<file path="config.mk">
export PLATFORM = sky130hd
export DESIGN_NAME = mdu_iter
export DESIGN_NICKNAME = d
export VERILOG_FILES = /design/src/rtl/mycpu_pkg.sv /design/src/rtl/mdu_iter.sv
export SDC_FILE = /design/constraint.sdc
export NUM_CORES = 1
export LEC_CHECK = 0
export ABC_AREA = 0
export BUFFER_PORTS_ARGS = -buffer_cell sky130_fd_sc_hd__buf_2
export CAP_MARGIN = 10
export CELL_PAD_IN_SITES_DETAIL_PLACEMENT = 1
export CELL_PAD_IN_SITES_GLOBAL_PLACEMENT = 1
export CORE_MARGIN = 2
export CORE_UTILIZATION = 31
export CTS_CLUSTER_DIAMETER = 120
export DETAILED_ROUTE_END_ITERATION = 8
export PLACE_DENSITY = 0.66
export SYNTH_ARGS = -nofsm -noshare
export SYNTH_HDL_FRONTEND = slang
export SYNTH_SLANG_ARGS = --single-unit
</file>
<file path="constraint.sdc">
create_clock -name clk_i -period 10.7 [get_ports clk_i]
set_clock_uncertainty 0.2 [all_clocks]
set_input_delay 0 -clock clk_i [delete_from_list [all_inputs] [get_ports clk_i]]
set_output_delay 0 -clock clk_i [all_outputs]
set_load 0.02 [all_outputs]
</file>
<file path="src/rtl/mycpu_pkg.sv">
// Shared CPU definitions: RV32M op encodings, MDU FSM states and the
// funct7 value the decoder uses to route R-type ops to the MDU.
package mycpu_pkg;

  typedef enum logic [2:0] {
    MD_MUL    = 3'b000,
    MD_MULH   = 3'b001,
    MD_MULHSU = 3'b010,
    MD_MULHU  = 3'b011,
    MD_DIV    = 3'b100,
    MD_DIVU   = 3'b101,
    MD_REM    = 3'b110,
    MD_REMU   = 3'b111
  } md_op_e;

  typedef enum logic [1:0] {
    MDU_IDLE,
    MDU_CALC,
    MDU_FIX,
    MDU_DONE
  } mdu_state_e;

  localparam logic [6:0] FUNCT7_MULDIV = 7'b0000001;

  function automatic logic md_is_div(md_op_e op);
    logic [2:0] v;
    v = op;
    return v[2];
  endfunction

  function automatic logic md_is_rem(md_op_e op);
    logic [2:0] v;
    v = op;
    return v[2] & v[1];
  endfunction

endpackage

</file>
<file path="src/rtl/mdu_iter.sv">
// Iterative RV32M multiply/divide unit: shift-add multiply, restoring divide,
// one bit per cycle, with sign fix-up and optional early-out for div corner cases.
module mdu_iter
  import mycpu_pkg::*;
#(
  parameter int unsigned XLEN      = 32,
  parameter bit          EARLY_OUT = 1'b1
) (
  input  logic            clk_i,
  input  logic            rst_i,
  input  logic            flush_i,
  input  logic            req_valid_i,
  output logic            req_ready_o,
  input  logic [2:0]      funct3_i,
  input  logic [XLEN-1:0] rs1_i,
  input  logic [XLEN-1:0] rs2_i,
  output logic            res_valid_o,
  input  logic            res_ready_i,
  output logic [XLEN-1:0] result_o,
  output logic            busy_o
);

  localparam int unsigned CW = $clog2(XLEN + 1);
  localparam logic [XLEN-1:0] MIN_INT = {1'b1, {(XLEN-1){1'b0}}};

  mdu_state_e          state_q, state_d;
  logic [CW-1:0]       cnt_q, cnt_d;
  md_op_e              op_q, op_d;
  logic                neg_q, neg_d;
  logic [2*XLEN-1:0]   acc_q, acc_d;
  logic [XLEN-1:0]     opb_q, opb_d;
  logic [XLEN-1:0]     result_q, result_d;

  md_op_e              op_in;
  logic                accept;
  logic                sign_a, sign_b;
  logic [XLEN-1:0]     abs_a, abs_b;
  logic                div_zero, div_ovf;
  logic [XLEN:0]       mul_sum;
  logic [XLEN:0]       div_shift, div_diff;
  logic [2*XLEN-1:0]   mul_next, div_next;
  logic [2*XLEN-1:0]   prod_fix;
  logic [XLEN-1:0]     quo_fix, rem_fix;

  // Operand decode for the request presented this cycle
  always_comb begin
    op_in    = md_op_e'(funct3_i);
    accept   = req_valid_i & (state_q == MDU_IDLE);
    sign_a   = rs1_i[XLEN-1] & (op_in inside {MD_MUL, MD_MULH, MD_MULHSU, MD_DIV, MD_REM});
    sign_b   = rs2_i[XLEN-1] & (op_in inside {MD_MUL, MD_MULH, MD_DIV, MD_REM});
    abs_a    = sign_a ? -rs1_i : rs1_i;
    abs_b    = sign_b ? -rs2_i : rs2_i;
    div_zero = (rs2_i == '0);
    div_ovf  = (op_in inside {MD_DIV, MD_REM}) && (rs1_i == MIN_INT) && (rs2_i == '1);
  end

  // One iteration step for each datapath; acc holds {hi/remainder, lo/multiplier-or-dividend}
  always_comb begin
    mul_sum   = {1'b0, acc_q[2*XLEN-1:XLEN]} + (acc_q[0] ? {1'b0, opb_q} : '0);
    mul_next  = {mul_sum, acc_q[XLEN-1:1]};
    div_shift = {acc_q[2*XLEN-1:XLEN], acc_q[XLEN-1]};
    div_diff  = div_shift - {1'b0, opb_q};
    if (!div_diff[XLEN]) begin
      div_next = {div_diff[XLEN-1:0], acc_q[XLEN-2:0], 1'b1};
    end else begin
      div_next = {div_shift[XLEN-1:0], acc_q[XLEN-2:0], 1'b0};
    end
    prod_fix = neg_q ? -acc_q : acc_q;
    quo_fix  = neg_q ? -acc_q[XLEN-1:0] : acc_q[XLEN-1:0];
    rem_fix  = neg_q ? -acc_q[2*XLEN-1:XLEN] : acc_q[2*XLEN-1:XLEN];
  end

  always_comb begin
    state_d  = state_q;
    cnt_d    = cnt_q;
    op_d     = op_q;
    neg_d    = neg_q;
    acc_d    = acc_q;
    opb_d    = opb_q;
    result_d = result_q;

    unique case (state_q)
      MDU_IDLE: begin
        if (accept) begin
          op_d    = op_in;
          cnt_d   = CW'(XLEN);
          state_d = MDU_CALC;
          if (md_is_div(op_in)) begin
            acc_d = {{XLEN{1'b0}}, abs_a};
            opb_d = abs_b;
            // Quotient of x/0 must stay all-ones, so its sign fix is suppressed
            neg_d = md_is_rem(op_in) ? sign_a : ((sign_a ^ sign_b) & ~div_zero);
            if (EARLY_OUT && (div_zero || div_ovf)) begin
              state_d = MDU_DONE;
              if (div_zero) result_d = md_is_rem(op_in) ? rs1_i : '1;
              else          result_d = md_is_rem(op_in) ? '0 : MIN_INT;
            end
          end else begin
            acc_d = {{XLEN{1'b0}}, abs_b};
            opb_d = abs_a;
            neg_d = sign_a ^ sign_b;
          end
        end
      end
      MDU_CALC: begin
        cnt_d = cnt_q - CW'(1);
        acc_d = md_is_div(op_q) ? div_next : mul_next;
        if (cnt_q == CW'(1)) state_d = MDU_FIX;
      end
      MDU_FIX: begin
        unique case (op_q)
          MD_MUL:                       result_d = prod_fix[XLEN-1:0];
          MD_MULH, MD_MULHSU, MD_MULHU: result_d = prod_fix[2*XLEN-1:XLEN];
          MD_DIV, MD_DIVU:              result_d = quo_fix;
          default:                      result_d = rem_fix;
        endcase
        state_d = MDU_DONE;
      end
      MDU_DONE: begin
        if (res_ready_i) state_d = MDU_IDLE;
      end
      default: state_d = MDU_IDLE;
    endcase

    if (flush_i) state_d = MDU_IDLE;
  end

  always_ff @(posedge clk_i or posedge rst_i) begin
    if (rst_i) begin
      state_q  <= MDU_IDLE;
      cnt_q    <= '0;
      op_q     <= MD_MUL;
      neg_q    <= 1'b0;
      acc_q    <= '0;
      opb_q    <= '0;
      result_q <= '0;
    end else begin
      state_q  <= state_d;
      cnt_q    <= cnt_d;
      op_q     <= op_d;
      neg_q    <= neg_d;
      acc_q    <= acc_d;
      opb_q    <= opb_d;
      result_q <= result_d;
    end
  end

  assign req_ready_o = (state_q == MDU_IDLE);
  assign res_valid_o = (state_q == MDU_DONE);
  assign busy_o      = (state_q != MDU_IDLE);
  assign result_o    = result_q;

endmodule

</file>
==> impl_table.tex, run 1 <==
\begin{tabular}{lr}
\hline
Metric & Value \\
\hline
\multicolumn{2}{l}{\textbf{Clocking}} \\
Hold bufs inserted after CTS & 80 \\
Post-cts resize count & 0 \\
Clock latency on the worst-skew pair & 0.46 ns \\
Number of buffers inserted during clock tree synthesis & 17 \\
Clock-pin slew on the worst setup and hold paths & 0.06 ns \\
TritonCTS clock tree & yes \\
Post-CTS setup-driven buffer insertion count & 0 \\
\# clock sinks & 140 \\
Total number of H-tree levels & 4 \\
Bufs on Longest Clock Path & 2 \\
Clock Root Buffer & sky130\_fd\_sc\_hd\_\_clkbuf\_16 \\
\multicolumn{2}{l}{\textbf{Yosys}} \\
Warnings, synthesis & 0 \\
Number of synthesized register bits & 140 \\
Post-synth top flop & sky130\_fd\_sc\_hd\_\_dfrtp\_1 \\
Share of the yosys chip area belonging to registers & 23.5\% \\
Synthesized instance count & 2022 \\
Number of flops mapped to enable cells by yosys & 0 \\
Cell type with the highest aggregate area in the netlist & sky130\_fd\_sc\_hd\_\_dfrtp\_1 \\
Area fraction of the dominant cell type after synthesis & 23.5\% \\
Share of synthesized registers carrying an async set or reset & 100\% \\
Ranking of synthesized cells by area & sky130\_fd\_sc\_hd\_\_dfrtp\_1 23\%, sky130\_fd\_sc\_hd\_\_ha\_1 6.3\%, sky130\_fd\_sc\_hd\_\_a21oi\_1 6.2\%, sky130\_fd\_sc\_hd\_\_nor2\_1 6.1\%, sky130\_fd\_sc\_hd\_\_o21ai\_0 6.0\% \\
Cell area after technology mapping & 0.0149 mm² \\
Synthesized area per cell & 7.39 µm² \\
Yosys cell types & 78 \\
Nets in the synthesized netlist & 2171 \\
\multicolumn{2}{l}{\textbf{Finish}} \\
Antenna Diode Count & 0 \\
Most frequent standard cell in the layout excluding fill and tap cells & sky130\_fd\_sc\_hd\_\_nor2\_1 \\
Summed area of non-filler cells in the final layout & 0.0174 mm² \\
Layout overhead on the synthesized area & 16.2\% \\
Nets & 2265 \\
Layout cells sized above 1 & 10.6\% \\
Commonest cells after routing, fill and taps aside & 244 x sky130\_fd\_sc\_hd\_\_nor2\_1, 187 x sky130\_fd\_sc\_hd\_\_nand2\_1, 186 x sky130\_fd\_sc\_hd\_\_a21oi\_1 \\
Filler-free cell count of the finished design & 2744 \\
\multicolumn{2}{l}{\textbf{Worst setup path}} \\
Worst setup endpoint & acc\_q[60] \\
Endpoint class of the critical path & register \\
Max stage delay on crit path & 0.54 ns \\
Kind of cell adding the most delay to the critical path & compound AO/OA/AOI/OAI gates \\
Slowest cell on crit path & sky130\_fd\_sc\_hd\_\_o31ai\_1 \\
CP Data Arrival Time & 4.68 ns \\
CP Data Required Time & 10.84 ns \\
Slack of the worst reg-to-reg path & 6.16 ns \\
Number of cells on the worst reg-to-reg path & 12 \\
Worst-path fanout max & 18 \\
Kind of launch point of the worst setup path & register \\
Crit Reg-Reg Endpoint & acc\_q[60] \\
Worst-path cell chain & inv\_1 -> nor2\_1 -> ha\_1 -> o21a\_1 -> o21ai\_0 -> o31ai\_1 -> o31ai\_1 -> o21ai\_0 -> a31o\_2 -> o311ai\_0 -> mux2i\_1 -> a211o\_1 \\
Critical Setup Path Class & reg -> reg \\
Buffers and inverters on the worst path & 1 \\
Critical register-to-register path startpoint & acc\_q[0] \\
Startpoint of the worst setup timing path & acc\_q[0] \\
Total number of cells along the worst setup path & 12 \\
\multicolumn{2}{l}{\textbf{Routing}} \\
WL per Instance & 24.6 µm \\
Number of violations reported at the end of detailed-routing iteration 0 & 1238 \\
Total Routed Length & 67400 µm \\
Antenna violation net count after detailed routing & 0 \\
Total via count in the routed design & 16100 \\
Drc violations & 0 \\
Initial DRT Pass Iterations & 5 \\
Number of vias per cell & 5.88 \\
\multicolumn{2}{l}{\textbf{Power and ir drop}} \\
Sum of internal, switching and leakage power & 6310 µW \\
Worst IR Drop VDD & 145 µV \\
Lkg Pwr & 0.00718 µW \\
Power per cell area & 363 mW/mm² \\
\multicolumn{2}{l}{\textbf{Flow run}} \\
Maximum Capacitance Violations & 0 \\
\multicolumn{2}{l}{\textbf{Floorplanning}} \\
Die area & 0.0500 mm² \\
Overall die height & 224 µm \\
I/O pin count & 107 \\
Initial core utilization & 31.4\% \\
Site Rows & 80 \\
Overall die width & 224 µm \\
Area of the core & 0.0476 mm² \\
\multicolumn{2}{l}{\textbf{Timing}} \\
Worst hold slack after final layout & 0.0575 ns \\
Crit path time final & 4.54 ns \\
Part of the cycle the worst path needs & 42.4\% \\
Final Max Tran Viols & 0 \\
Transition time at the pin with the least slew margin & 1.16 ns \\
Number of failing setup endpoints in the final timing report & 0 \\
Number of hold violations in the final report & 0 \\
Setup Total Neg Slack & 0 ns \\
Maximum clock rate & 0.220 GHz \\
Normalized max-slew margin & 22.5\% \\
Setup repair after global routing missed its margin & false \\
\multicolumn{2}{l}{\textbf{Global routing}} \\
GRT Residual Overflow & 0 \\
Total GRT Usage & 26.8\% \\
Maximum number of pins on one net before global-route repair & 90 \\
Via count of the first global-routing pass & 16100 \\
Number of antenna violations at the first check in global routing & 2 \\
Wire length of the first global-routing pass & 102000 µm \\
\multicolumn{2}{l}{\textbf{Hold path}} \\
Class of the tightest hold or removal check & in -> async \\
\multicolumn{2}{l}{\textbf{Placement}} \\
Half-perimeter wire length of the detailed placement result & 51600 µm \\
Post-placement cell count & 2632 \\
Standard cell area after detailed placement & 0.0159 mm² \\
Count of input and output buffers & 106 \\
Final Wtd Congestion & 0.945 \\
\multicolumn{2}{l}{\textbf{Status}} \\
Status & completed \\
\hline
\end{tabular}
## layout make-up
type | instances | area, µm²
Tap cell | 615 | 769
Clock inverter | 13 | 189
Timing Repair Buffer | 209 | 1510
Sequential cell | 140 | 3510
Clock buffer | 19 | 443
Multi-Input combinational cell | 1673 | 10700
Fill cell | 5852 | 30300
Inverter | 75 | 287
## synthesized netlist by cell type (5+ instances only)
master,number
sky130_fd_sc_hd__a211o_1,5
sky130_fd_sc_hd__a211oi_1,29
sky130_fd_sc_hd__a21boi_0,6
sky130_fd_sc_hd__a21o_1,36
sky130_fd_sc_hd__a21oi_1,186
sky130_fd_sc_hd__a22oi_1,10
sky130_fd_sc_hd__a31oi_1,37
sky130_fd_sc_hd__and2_1,17
sky130_fd_sc_hd__and3_1,13
sky130_fd_sc_hd__buf_1,11
sky130_fd_sc_hd__buf_2,11
sky130_fd_sc_hd__clkbuf_1,109
sky130_fd_sc_hd__dfrtp_1,140
sky130_fd_sc_hd__ha_1,75
sky130_fd_sc_hd__inv_1,74
sky130_fd_sc_hd__mux2_2,24
sky130_fd_sc_hd__mux2i_1,45
sky130_fd_sc_hd__nand2_1,188
sky130_fd_sc_hd__nand2b_1,15
sky130_fd_sc_hd__nand3_1,30
sky130_fd_sc_hd__nand3b_1,11
sky130_fd_sc_hd__nand4_1,20
sky130_fd_sc_hd__nor2_1,244
sky130_fd_sc_hd__nor2b_1,11
sky130_fd_sc_hd__nor3_1,46
sky130_fd_sc_hd__nor4_1,16
sky130_fd_sc_hd__o211ai_1,23
sky130_fd_sc_hd__o21a_1,19
sky130_fd_sc_hd__o21ai_0,179
sky130_fd_sc_hd__o221ai_1,18
sky130_fd_sc_hd__o22ai_1,22
sky130_fd_sc_hd__o311ai_0,5
sky130_fd_sc_hd__o31a_1,5
sky130_fd_sc_hd__o31ai_1,38
sky130_fd_sc_hd__o41ai_1,12
sky130_fd_sc_hd__or2_2,12
sky130_fd_sc_hd__or3_1,16
sky130_fd_sc_hd__or4_1,14
sky130_fd_sc_hd__xnor2_1,90
sky130_fd_sc_hd__xor2_1,84
## cell families (layout without fill, tap and decap cells)
logic type      after synthesis  in the layout  share of synthesized area [%]
compound gates              679            679                           28.5
xor+xnor                    174            174                           10.2
fa+ha+maj                    77             77                           6.55
buf+inv                     209            316                           5.44
flops                       140            140                           23.5
mux                          69             69                           4.82
simple gates                674            674                           21.0
## worst register-to-register path, cell delays in order, from the launching register on
cell and delay, ns:
sky130_fd_sc_hd__dfrtp_1 0.43, sky130_fd_sc_hd__inv_1 0.51, sky130_fd_sc_hd__nor2_1 0.12, sky130_fd_sc_hd__ha_1 0.36, sky130_fd_sc_hd__o21a_1 0.20, sky130_fd_sc_hd__o21ai_0 0.28
sky130_fd_sc_hd__o31ai_1 0.21, sky130_fd_sc_hd__o31ai_1 0.54, sky130_fd_sc_hd__o21ai_0 0.27, sky130_fd_sc_hd__a31o_2 0.30, sky130_fd_sc_hd__o311ai_0 0.54, sky130_fd_sc_hd__mux2i_1 0.16
sky130_fd_sc_hd__a211o_1 0.29
## sequential cells by signal, indices dropped and copies added, names as in the netlist
register  count
acc_q        64
state_q       2
result_o     32
cnt_q         6
op_q          3
opb_q        32
neg_q         1
## metrics by stage
step / utilization (%) / setup WS (ns)
after floorplan: - / 6.75
after global placement: 33.4 / 6.23
after detailed placement: 33.4 / 6.22
after CTS: 36.4 / 6.22
after global routing: 36.4 / 5.86
final: 36.4 / 6.16
## worst min-delay path by stage
| stage | end | depth (start not counted) | slack (ns) |
|---|---|---|---|
| 2_1_floorplan | state_q[1] | 1 | -0.14 |
| 3_3_place_gp | state_q[1] | 2 | -0.01 |
| 3_5_place_dp | state_q[1] | 2 | -0.01 |
| 4_1_cts | opb_q[13] | 5 | 0.04 |
| 5_1_grt | opb_q[13] | 5 | 0.12 |
| 6_report | state_q[0] | 3 | 0.06 |
## routing by layer
metal / GRT usage, % / up-vias / part of all wire, %
met5: 0 / - / 0.034
met4: 11.5 / 4 / 4.4
met3: 3.91 / 108 / 5.5
met2: 43.2 / 461 / 46
met1: 35.7 / 8071 / 44
li1: - / 7490 / -
## power breakdown
group / total (µW) / switching [µW] / internal, µW
registers: 1210 / 456 / 755
logic: 4430 / 2830 / 1600
clock network: 668 / 270 / 398
No activity file was read; power rests on OpenSTA's default activity.
==> run 2: changes to the inputs <==
--- a/config.mk
+++ b/config.mk
@@ -5,7 +5,7 @@
 export SDC_FILE = /design/constraint.sdc
 export NUM_CORES = 1
 export LEC_CHECK = 0
-export ABC_AREA = 0
+export ABC_AREA = 1
 export BUFFER_PORTS_ARGS = -buffer_cell sky130_fd_sc_hd__buf_2
 export CAP_MARGIN = 10
 export CELL_PAD_IN_SITES_DETAIL_PLACEMENT = 1
@@ -14,7 +14,7 @@
 export CORE_UTILIZATION = 31
 export CTS_CLUSTER_DIAMETER = 120
 export DETAILED_ROUTE_END_ITERATION = 8
-export PLACE_DENSITY = 0.66
+export PLACE_DENSITY = 0.72
 export SYNTH_ARGS = -nofsm -noshare
 export SYNTH_HDL_FRONTEND = slang
 export SYNTH_SLANG_ARGS = --single-unit
==> constraint.sdc (replaced) <==
create_clock -name clk_i -period 3.69 [get_ports clk_i]
set_clock_uncertainty 0.2 [all_clocks]
set_input_delay 0 -clock clk_i [delete_from_list [all_inputs] [get_ports clk_i]]
set_output_delay 0 -clock clk_i [all_outputs]
set_load 0.02 [all_outputs]
==> run 2 against run 1 <==
Die area increased by 19%. Clock power increased to 2.7 times the previous value. First-iteration DRC count increased by 57%. Critical path type unchanged. Largest cell class unchanged. Highest routed layer unchanged.
==> impl_table.tex, run 2 <==
\begin{tabular}{lr}
\hline
Metric & Value \\
\hline
\multicolumn{2}{l}{\textbf{Yosys}} \\
Warnings, synthesis & 0 (unchanged) \\
Cell area after technology mapping & 0.0179 mm² (+20\%) \\
Number of flops mapped to enable cells by yosys & 0 (unchanged) \\
Yosys cell types & 54 (-31\%) \\
Ranking of synthesized cells by area & sky130\_fd\_sc\_hd\_\_nand2\_1 20\%, sky130\_fd\_sc\_hd\_\_dfrtp\_1 20\%, sky130\_fd\_sc\_hd\_\_nand3\_1 10\%, sky130\_fd\_sc\_hd\_\_inv\_1 9.1\%, sky130\_fd\_sc\_hd\_\_nor2\_1 7.9\% \\
Post-synth top flop & sky130\_fd\_sc\_hd\_\_dfrtp\_1 \\
Synthesized area per cell & 5.62 µm² (-24\%) \\
Synthesized instance count & 3178 (+57\%) \\
Leading post-synthesis cells by instance count & 962 x sky130\_fd\_sc\_hd\_\_nand2\_1, 434 x sky130\_fd\_sc\_hd\_\_inv\_1, 376 x sky130\_fd\_sc\_hd\_\_nor2\_1 \\
Area fraction of the dominant cell type after synthesis & 20.2\% (-3.2 points) \\
Nets in the synthesized netlist & 3327 (+53\%) \\
Share of synthesized registers carrying an async set or reset & 100\% (unchanged) \\
Most frequent cell after synthesis & sky130\_fd\_sc\_hd\_\_nand2\_1 \\
Share of the yosys chip area belonging to registers & 19.6\% (-3.8 points) \\
Number of synthesized register bits & 140 (unchanged) \\
Cell type with the highest aggregate area in the netlist & sky130\_fd\_sc\_hd\_\_nand2\_1 \\
\multicolumn{2}{l}{\textbf{Timing}} \\
Normalized max-slew margin & 22.1\% (-0.42 points) \\
Transition time at the pin with the least slew margin & 1.17 ns (+0.00781 ns) \\
Setup repair after global routing missed its margin & false \\
Crit path time final & 3.50 ns (-1.04 ns) \\
Part of the cycle the worst path needs & 94.8\% (+52 points) \\
Setup Total Neg Slack & 0 ns (unchanged) \\
Number of hold violations in the final report & 0 (unchanged) \\
Maximum clock rate & 0.286 GHz (+30\%) \\
Number of failing setup endpoints in the final timing report & 0 (unchanged) \\
Final Max Tran Viols & 0 (unchanged) \\
\multicolumn{2}{l}{\textbf{Routing}} \\
Number of vias per cell & 5.42 (-7.8\%) \\
Antenna violation net count after detailed routing & 0 (unchanged) \\
WL per Instance & 21.4 µm (-13\%) \\
Drc violations & 0 (unchanged) \\
Initial DRT Pass Iterations & 7 (+2) \\
Number of violations reported at the end of detailed-routing iteration 0 & 1940 (+57\%) \\
Total via count in the routed design & 22300 (+38\%) \\
Total Routed Length & 87900 µm (+30\%) \\
\multicolumn{2}{l}{\textbf{Finish}} \\
Filler-free cell count of the finished design & 4112 (+50\%) \\
Commonest cells after routing, fill and taps aside & 962 x sky130\_fd\_sc\_hd\_\_nand2\_1, 432 x sky130\_fd\_sc\_hd\_\_inv\_1, 374 x sky130\_fd\_sc\_hd\_\_nor2\_1 \\
Layout overhead on the synthesized area & 16.6\% \\
Most frequent standard cell in the layout excluding fill and tap cells & sky130\_fd\_sc\_hd\_\_nand2\_1 \\
Nets & 3492 (+54\%) \\
Antenna Diode Count & 0 (unchanged) \\
Filler instances & 7790 (+33\%) \\
Flip-flop count of the largest register, all copies and words added & 64 (unchanged) \\
Largest Register & acc\_q \\
Layout cells sized above 1 & 8.85\% (-1.8 points) \\
\multicolumn{2}{l}{\textbf{Global routing}} \\
GRT Residual Overflow & 0 (unchanged) \\
Number of antenna violations at the first check in global routing & 2 (unchanged) \\
Maximum number of pins on one net before global-route repair & 107 (+19\%) \\
Wire length of the first global-routing pass & 133000 µm (+31\%) \\
Via count of the first global-routing pass & 21900 (+35\%) \\
Total GRT Usage & 29.1\% (+2.3 points) \\
\multicolumn{2}{l}{\textbf{Worst setup path}} \\
Crit Reg-Reg Endpoint & opb\_q[22] \\
Worst-path cell chain & inv\_1 -> ha\_1 -> nand2\_2 -> buf\_4 -> nor2\_1 -> clkinvlp\_4 -> a21oi\_1 -> dlygate4sd3\_1 -> a211o\_1 -> dlygate4sd3\_1 \\
Critical register-to-register path startpoint & state\_q[0] \\
Buffers and inverters on the worst path & 5 (+4) \\
Critical Setup Path Class & reg -> reg \\
Slowest cell on crit path & sky130\_fd\_sc\_hd\_\_dlygate4sd3\_1 \\
Slack of the worst reg-to-reg path & 0.19 ns (-5.97 ns) \\
Worst-path fanout max & 14 (-4) \\
Cell repeated most along the worst path & sky130\_fd\_sc\_hd\_\_dlygate4sd3\_1 \\
CP Data Arrival Time & 3.70 ns (-0.98 ns) \\
Kind of launch point of the worst setup path & register \\
Kind of cell adding the most delay to the critical path & buffers and inverters \\
Endpoint class of the critical path & register \\
Max stage delay on crit path & 0.57 ns (+0.03 ns) \\
CP Data Required Time & 3.89 ns (-6.95 ns) \\
Number of cells on the worst reg-to-reg path & 10 (-2) \\
\multicolumn{2}{l}{\textbf{Clocking}} \\
TritonCTS clock tree & yes \\
Bufs on Longest Clock Path & 2 (unchanged) \\
Clock latency on the worst-skew pair & 0.46 ns (about the same) \\
Clock Root Buffer & sky130\_fd\_sc\_hd\_\_clkbuf\_16 \\
Number of buffers inserted during clock tree synthesis & 17 (unchanged) \\
Clock-pin slew on the worst setup and hold paths & 0.07 ns (about the same) \\
Total number of H-tree levels & 4 (unchanged) \\
\# clock sinks & 140 (unchanged) \\
\multicolumn{2}{l}{\textbf{Hold path}} \\
Hold path start & funct3\_i[2] \\
Hold endpoint & acc\_q[16] \\
Class of the tightest hold or removal check & in -> reg \\
Worst hold stages & 4 \\
\multicolumn{2}{l}{\textbf{Placement}} \\
Post-placement cell count & 3980 (+51\%) \\
Half-perimeter wire length of the detailed placement result & 70300 µm (+36\%) \\
Final Wtd Congestion & 0.974 (+3.1\%) \\
Count of input and output buffers & 106 (unchanged) \\
\multicolumn{2}{l}{\textbf{Floorplanning}} \\
Die area & 0.0596 mm² (+19\%) \\
Overall die width & 244 µm (+9.2\%) \\
Site Rows & 87 (+8.8\%) \\
Initial core utilization & 31.5\% (+0.15 points) \\
I/O pin count & 107 (unchanged) \\
Area of the core & 0.0567 mm² (+19\%) \\
Overall die height & 244 µm (+9.2\%) \\
\multicolumn{2}{l}{\textbf{Status}} \\
Status & completed \\
\multicolumn{2}{l}{\textbf{Flow run}} \\
Maximum Capacitance Violations & 0 (unchanged) \\
\multicolumn{2}{l}{\textbf{Power and ir drop}} \\
Power per cell area & 861 mW/mm² (+140\%) \\
Sum of internal, switching and leakage power & 17900 µW (+180\%) \\
Lkg Pwr & 0.0109 µW (+52\%) \\
Worst IR Drop VDD & 326 µV (+120\%) \\
\hline
\end{tabular}
-- run 2: cell types whose count changed after synthesis, moves of 24 or more --
cell / change
sky130_fd_sc_hd__a21oi_1: -39
sky130_fd_sc_hd__a21o_1: -27
sky130_fd_sc_hd__inv_1: +360
sky130_fd_sc_hd__nand3_1: +334
sky130_fd_sc_hd__inv_2: +34
sky130_fd_sc_hd__mux2i_1: -45
sky130_fd_sc_hd__o31ai_1: -35
sky130_fd_sc_hd__xnor2_1: -79
sky130_fd_sc_hd__nor2_1: +132
sky130_fd_sc_hd__mux2_2: -24
sky130_fd_sc_hd__clkbuf_1: -52
sky130_fd_sc_hd__xor2_1: -39
sky130_fd_sc_hd__nand2_1: +774
sky130_fd_sc_hd__a211oi_1: -29
-- run 2: per-layer routing --
metal	global-route usage [%]	up-vias	share of wire [%]
li1	-	10600	-
met1	39.4	10700	44
met2	45.3	818	44
met3	3.64	207	6.3
met4	14.8	4	5.6
met5	0	-	0.034
-- run 2: worst max-delay path by stage --
stage                          start   endpoint  slack (ns)  depth (start not counted)
after CTS                 state_q[0]  opb_q[22]        0.13                         10
after floorplan             acc_q[0]  acc_q[61]        0.95                         21
after global placement      acc_q[0]  acc_q[61]        0.55                         19
after global routing      state_q[0]  opb_q[22]        0.04                         10
after detailed placement    acc_q[0]  acc_q[61]        0.53                         19
final                     state_q[0]  opb_q[22]        0.19                         10
-- run 2: what timing repair did --
item	in CTS	in global routing
endpoints found under the setup margin	0	1
setup buffers	0	2
hold endpoints to repair	226	0
hold buffers	98	0
gates resized for setup	0	1
-- run 2: logic make-up (layout without fill, tap and decap cells) --
family / after synthesis / count (layout) / share of synthesized area (%)
xor gates and xnor gates: 56 / 56 / 2.75
DFF: 140 / 140 / 19.6
buffers and inverters: 575 / 753 / 12.7
adders and majority gates: 77 / 77 / 5.48
AOI/OAI and AO/OA: 483 / 483 / 15.8
and+or+nand+nor: 1847 / 1847 / 43.8
-- run 2: tightest hold or removal path: stages --
cell	delay, ns
sky130_fd_sc_hd__buf_2	0.11
sky130_fd_sc_hd__buf_4	0.23
sky130_fd_sc_hd__o211ai_1	0.24
sky130_fd_sc_hd__a31oi_1	0.08
-- run 2: power by group --
| part | total [µW] | internal [µW] | switching (µW) |
|---|---|---|---|
| Sequential | 3410 | 2150 | 1270 |
| Clock | 1810 | 952 | 862 |
| Combinational | 12700 | 3930 | 8780 |
| Total | 17900 | 7030 | 10900 |
-- run 2: through the flow --
stage          hold WS, ns  area [µm²]  setup slack (ns)  utilization (%)
6_report            0.0715       20800             0.190             36.7
3_3_place_gp        -0.246       19200             0.551             33.9
5_1_grt             0.0704       20800            0.0428             36.7
2_1_floorplan      -0.0851       17900             0.949                -
3_5_place_dp        -0.246       19200             0.534             33.9
4_1_cts             0.0192       20800             0.130             36.7
-- run 2: final cells by class --
| type | count | area [µm²] | area share, % |
|---|---|---|---|
| multi-input combinational | 2463 | 12100 | 58.2 |
| sequential | 140 | 3510 | 16.8 |
| timing repair buffer | 252 | 1910 | 9.17 |
| inverter | 469 | 1770 | 8.49 |
| tap | 756 | 946 | 4.54 |
| clock buffer | 17 | 425 | 2.04 |
| clock inverter | 15 | 156 | 0.751 |
==> run 3: changes to the inputs <==
--- a/config.mk
+++ b/config.mk
@@ -5,7 +5,6 @@
 export SDC_FILE = /design/constraint.sdc
 export NUM_CORES = 1
 export LEC_CHECK = 0
-export ABC_AREA = 1
 export BUFFER_PORTS_ARGS = -buffer_cell sky130_fd_sc_hd__buf_2
 export CAP_MARGIN = 10
 export CELL_PAD_IN_SITES_DETAIL_PLACEMENT = 1
@@ -14,7 +13,7 @@
 export CORE_UTILIZATION = 31
 export CTS_CLUSTER_DIAMETER = 120
 export DETAILED_ROUTE_END_ITERATION = 8
-export PLACE_DENSITY = 0.72
+export PLACE_DENSITY = 0.68
 export SYNTH_ARGS = -nofsm -noshare
 export SYNTH_HDL_FRONTEND = slang
 export SYNTH_SLANG_ARGS = --single-unit
==> run 3 against run 2 <==
Power rose by 7.1%. Setup slack got worse by 0.14 ns. Final cell count fell by 31%. Non-clock buffer count rose by 65. Clock power fell by 8%. Sequential cell count did not move. Global-route usage fell by 2.0 points. Hold slack got worse by 0.037 ns. Sequential share of layout area rose by 2.3 points. Die area fell by 16%. First-iteration DRC count fell by 28%. Final area fell by 12%.
==> impl_table.tex, run 3 (same netlist as run 1, synthesis figures left out) <==
\begin{tabular}{lr}
\hline
Metric & Value \\
\hline
\multicolumn{2}{l}{\textbf{Finish}} \\
Core Util, Final & 38.5\% (+1.7 points) \\
Most frequent standard cell in the layout excluding fill and tap cells & sky130\_fd\_sc\_hd\_\_nor2\_1 \\
Filler-free cell count of the finished design & 2852 (-31\%) \\
Multi-input gate area & 0.0108 mm² (-11\%) \\
Filler instances & 5861 (-25\%) \\
Flip-flop count of the largest register, all copies and words added & 64 (unchanged) \\
Commonest cells after routing, fill and taps aside & 243 x sky130\_fd\_sc\_hd\_\_nor2\_1, 187 x sky130\_fd\_sc\_hd\_\_nand2\_1, 183 x sky130\_fd\_sc\_hd\_\_a21oi\_1 \\
Layout cells sized above 1 & 16.2\% (+7.4 points) \\
Layout overhead on the synthesized area & 22.6\% \\
Flip-flop and latch area & 0.00351 mm² (unchanged) \\
Nets & 2373 (-32\%) \\
Summed area of non-filler cells in the final layout & 0.0183 mm² (-12\%) \\
Largest Register & acc\_q \\
\multicolumn{2}{l}{\textbf{Hold path}} \\
Class of the tightest hold or removal check & in -> async \\
\multicolumn{2}{l}{\textbf{Power and ir drop}} \\
Sw Pwr & 10600 µW (-3.1\%) \\
Worst IR Drop VDD & 450 µV (+38\%) \\
Proportion of total power due to net switching & 55.0\% (-5.8 points) \\
Power per cell area & 1050 mW/mm² (+22\%) \\
Share of power burned in registers & 15.7\% (-3.3 points) \\
Lkg Pwr & 0.00774 µW (-29\%) \\
Gate power share & 75.7\% (+4.9 points) \\
Relative contribution of the clock network to total power & 8.7\% (-1.4 points) \\
Cell-internal power & 8650 µW (+23\%) \\
\multicolumn{2}{l}{\textbf{Timing}} \\
Number of hold violations in the final report & 0 (unchanged) \\
Crit path time final & 3.64 ns (+0.143 ns) \\
Setup repair after global routing missed its margin & true \\
Part of the cycle the worst path needs & 98.7\% (+3.9 points) \\
Worst hold slack after final layout & 0.0344 ns (-0.0370 ns) \\
Number of failing setup endpoints in the final timing report & 0 (unchanged) \\
Maximum clock rate & 0.275 GHz (-3.9\%) \\
Transition time at the pin with the least slew margin & 0.954 ns (-0.213 ns) \\
Setup Total Neg Slack & 0 ns (unchanged) \\
Final Max Tran Viols & 0 (unchanged) \\
Normalized max-slew margin & 36.4\% (+14 points) \\
\multicolumn{2}{l}{\textbf{Global routing}} \\
Via count of the first global-routing pass & 17000 (-22\%) \\
GRT Residual Overflow & 0 (unchanged) \\
Total GRT Usage & 27.0\% (-2.0 points) \\
Number of antenna violations at the first check in global routing & 0 (-2) \\
Maximum number of pins on one net before global-route repair & 112 (+4.7\%) \\
Wire length of the first global-routing pass & 104000 µm (-22\%) \\
\multicolumn{2}{l}{\textbf{Worst setup path}} \\
Endpoint class of the critical path & register \\
CP Data Required Time & 3.85 ns (-0.04 ns) \\
Critical Setup Path Class & reg -> reg \\
Startpoint of the worst setup timing path & opb\_q[13] \\
CP Data Arrival Time & 3.81 ns (+0.11 ns) \\
Kind of launch point of the worst setup path & register \\
Worst-path fanout max & 6 (-8) \\
Critical register-to-register path startpoint & opb\_q[13] \\
\multicolumn{2}{l}{\textbf{Flow run}} \\
Maximum Capacitance Violations & 0 (unchanged) \\
\multicolumn{2}{l}{\textbf{Placement}} \\
Post-placement cell count & 2728 (-31\%) \\
Count of input and output buffers & 106 (unchanged) \\
Half-perimeter wire length of the detailed placement result & 52300 µm (-26\%) \\
Final Wtd Congestion & 0.932 (-4.3\%) \\
Standard cell area after detailed placement & 0.0167 mm² (-13\%) \\
\multicolumn{2}{l}{\textbf{Routing}} \\
Total Routed Length & 68800 µm (-22\%) \\
Number of vias per cell & 5.92 (+9.2\%) \\
Total via count in the routed design & 16900 (-24\%) \\
Drc violations & 0 (unchanged) \\
Number of violations reported at the end of detailed-routing iteration 0 & 1398 (-28\%) \\
Antenna violation net count after detailed routing & 0 (unchanged) \\
Initial DRT Pass Iterations & 5 (-2) \\
WL per Instance & 24.1 µm (+13\%) \\
\multicolumn{2}{l}{\textbf{Clocking}} \\
Clock latency on the worst-skew pair & 0.46 ns (about the same) \\
Bufs on Longest Clock Path & 2 (unchanged) \\
Number of buffers inserted during clock tree synthesis & 17 (unchanged) \\
\# clock sinks & 140 (unchanged) \\
Clock Root Buffer & sky130\_fd\_sc\_hd\_\_clkbuf\_16 \\
TritonCTS clock tree & yes \\
Total number of H-tree levels & 4 (unchanged) \\
Clock-pin slew on the worst setup and hold paths & 0.07 ns (about the same) \\
\multicolumn{2}{l}{\textbf{Floorplanning}} \\
Initial core utilization & 31.4\% (-0.15 points) \\
Site Rows & 80 (-8.0\%) \\
Overall die width & 224 µm (-8.4\%) \\
I/O pin count & 107 (unchanged) \\
Overall die height & 224 µm (-8.4\%) \\
Die area & 0.0500 mm² (-16\%) \\
Area of the core & 0.0476 mm² (-16\%) \\
\multicolumn{2}{l}{\textbf{Status}} \\
Status & completed \\
\hline
\end{tabular}
run 3: worst max-delay path, cell delays in order (launching register included):
cell                       delay (ns)
sky130_fd_sc_hd__dfrtp_1         0.39
sky130_fd_sc_hd__inv_1           0.19
sky130_fd_sc_hd__ha_1            0.34
sky130_fd_sc_hd__a2111o_1        0.46
sky130_fd_sc_hd__a31oi_2         0.19
sky130_fd_sc_hd__a31o_2          0.18
sky130_fd_sc_hd__a211oi_2        0.05
sky130_fd_sc_hd__buf_4           0.16
sky130_fd_sc_hd__o211a_1         0.25
sky130_fd_sc_hd__a211oi_4        0.24
sky130_fd_sc_hd__buf_4           0.18
sky130_fd_sc_hd__buf_12          0.13
sky130_fd_sc_hd__o311ai_0        0.13
sky130_fd_sc_hd__and3_1          0.23
sky130_fd_sc_hd__o31ai_2         0.22
run 3: layout make-up:
cell class                 instances  share of cell area (%)
tap                              615                    4.20
sequential                       140                    19.1
timing repair buffer             317                    13.2
antenna                            1                  0.0137
multi-input combinational       1673                    59.0
clock inverter                    13                   0.519
clock buffer                      18                    2.40
inverter                          75                    1.56
run 3: routing by layer:
| layer | vias to the layer above | global-route usage (%) | part of all wire [%] |
|---|---|---|---|
| li1 | 7716 | - | - |
| met4 | 0 | 13.3 | 5.1 |
| met3 | 143 | 3.38 | 5.7 |
| met2 | 613 | 44.0 | 46 |
| met5 | - | 0 | 0 |
| met1 | 8411 | 35.4 | 43 |
run 3: what timing repair did:
item | CTS | global route
pin swaps | 0 | 4
hold buffers | 79 | 0
setup endpoints to repair | 9 | 52
setup buffers | 0 | 11
cloned | 0 | 2
resized for setup | 4 | 36
hold endpoints to repair | 113 | 0
run 3: final timing paths:
check                      slack [ns]      endpoint  cells past startpoint
setup / recovery                 0.05     acc_q[49]                     14
hold / removal                   0.03     acc_q[37]                      3
setup reg to reg                 0.05     acc_q[49]                     14
hold reg to reg                  0.28  result_o[31]                      2
max in group asynchronous        2.44         neg_q                      4
min in group clk_i               0.05     opb_q[16]                      5
run 3: power by group through the flow:
| stage | clock (µW) | combinational, µW | sequential [µW] |
|---|---|---|---|
| after global routing | 1730 | 15600 | 3090 |
| final | 1660 | 14500 | 3010 |
| after detailed placement | 0 | 13600 | 3000 |
| after floorplan | 0 | 9010 | 2840 |
| after global placement | 0 | 13300 | 2960 |
| after CTS | 1690 | 13800 | 2980 |
run 3: per-stage QoR:
stage,total power (µW),worst slack (ns)
3_3_place_gp,16200,-0.276
4_1_cts,18500,0.00744
6_report,19200,0.0471
5_1_grt,20500,-0.120
3_5_place_dp,16600,-0.372
2_1_floorplan,11900,0.228
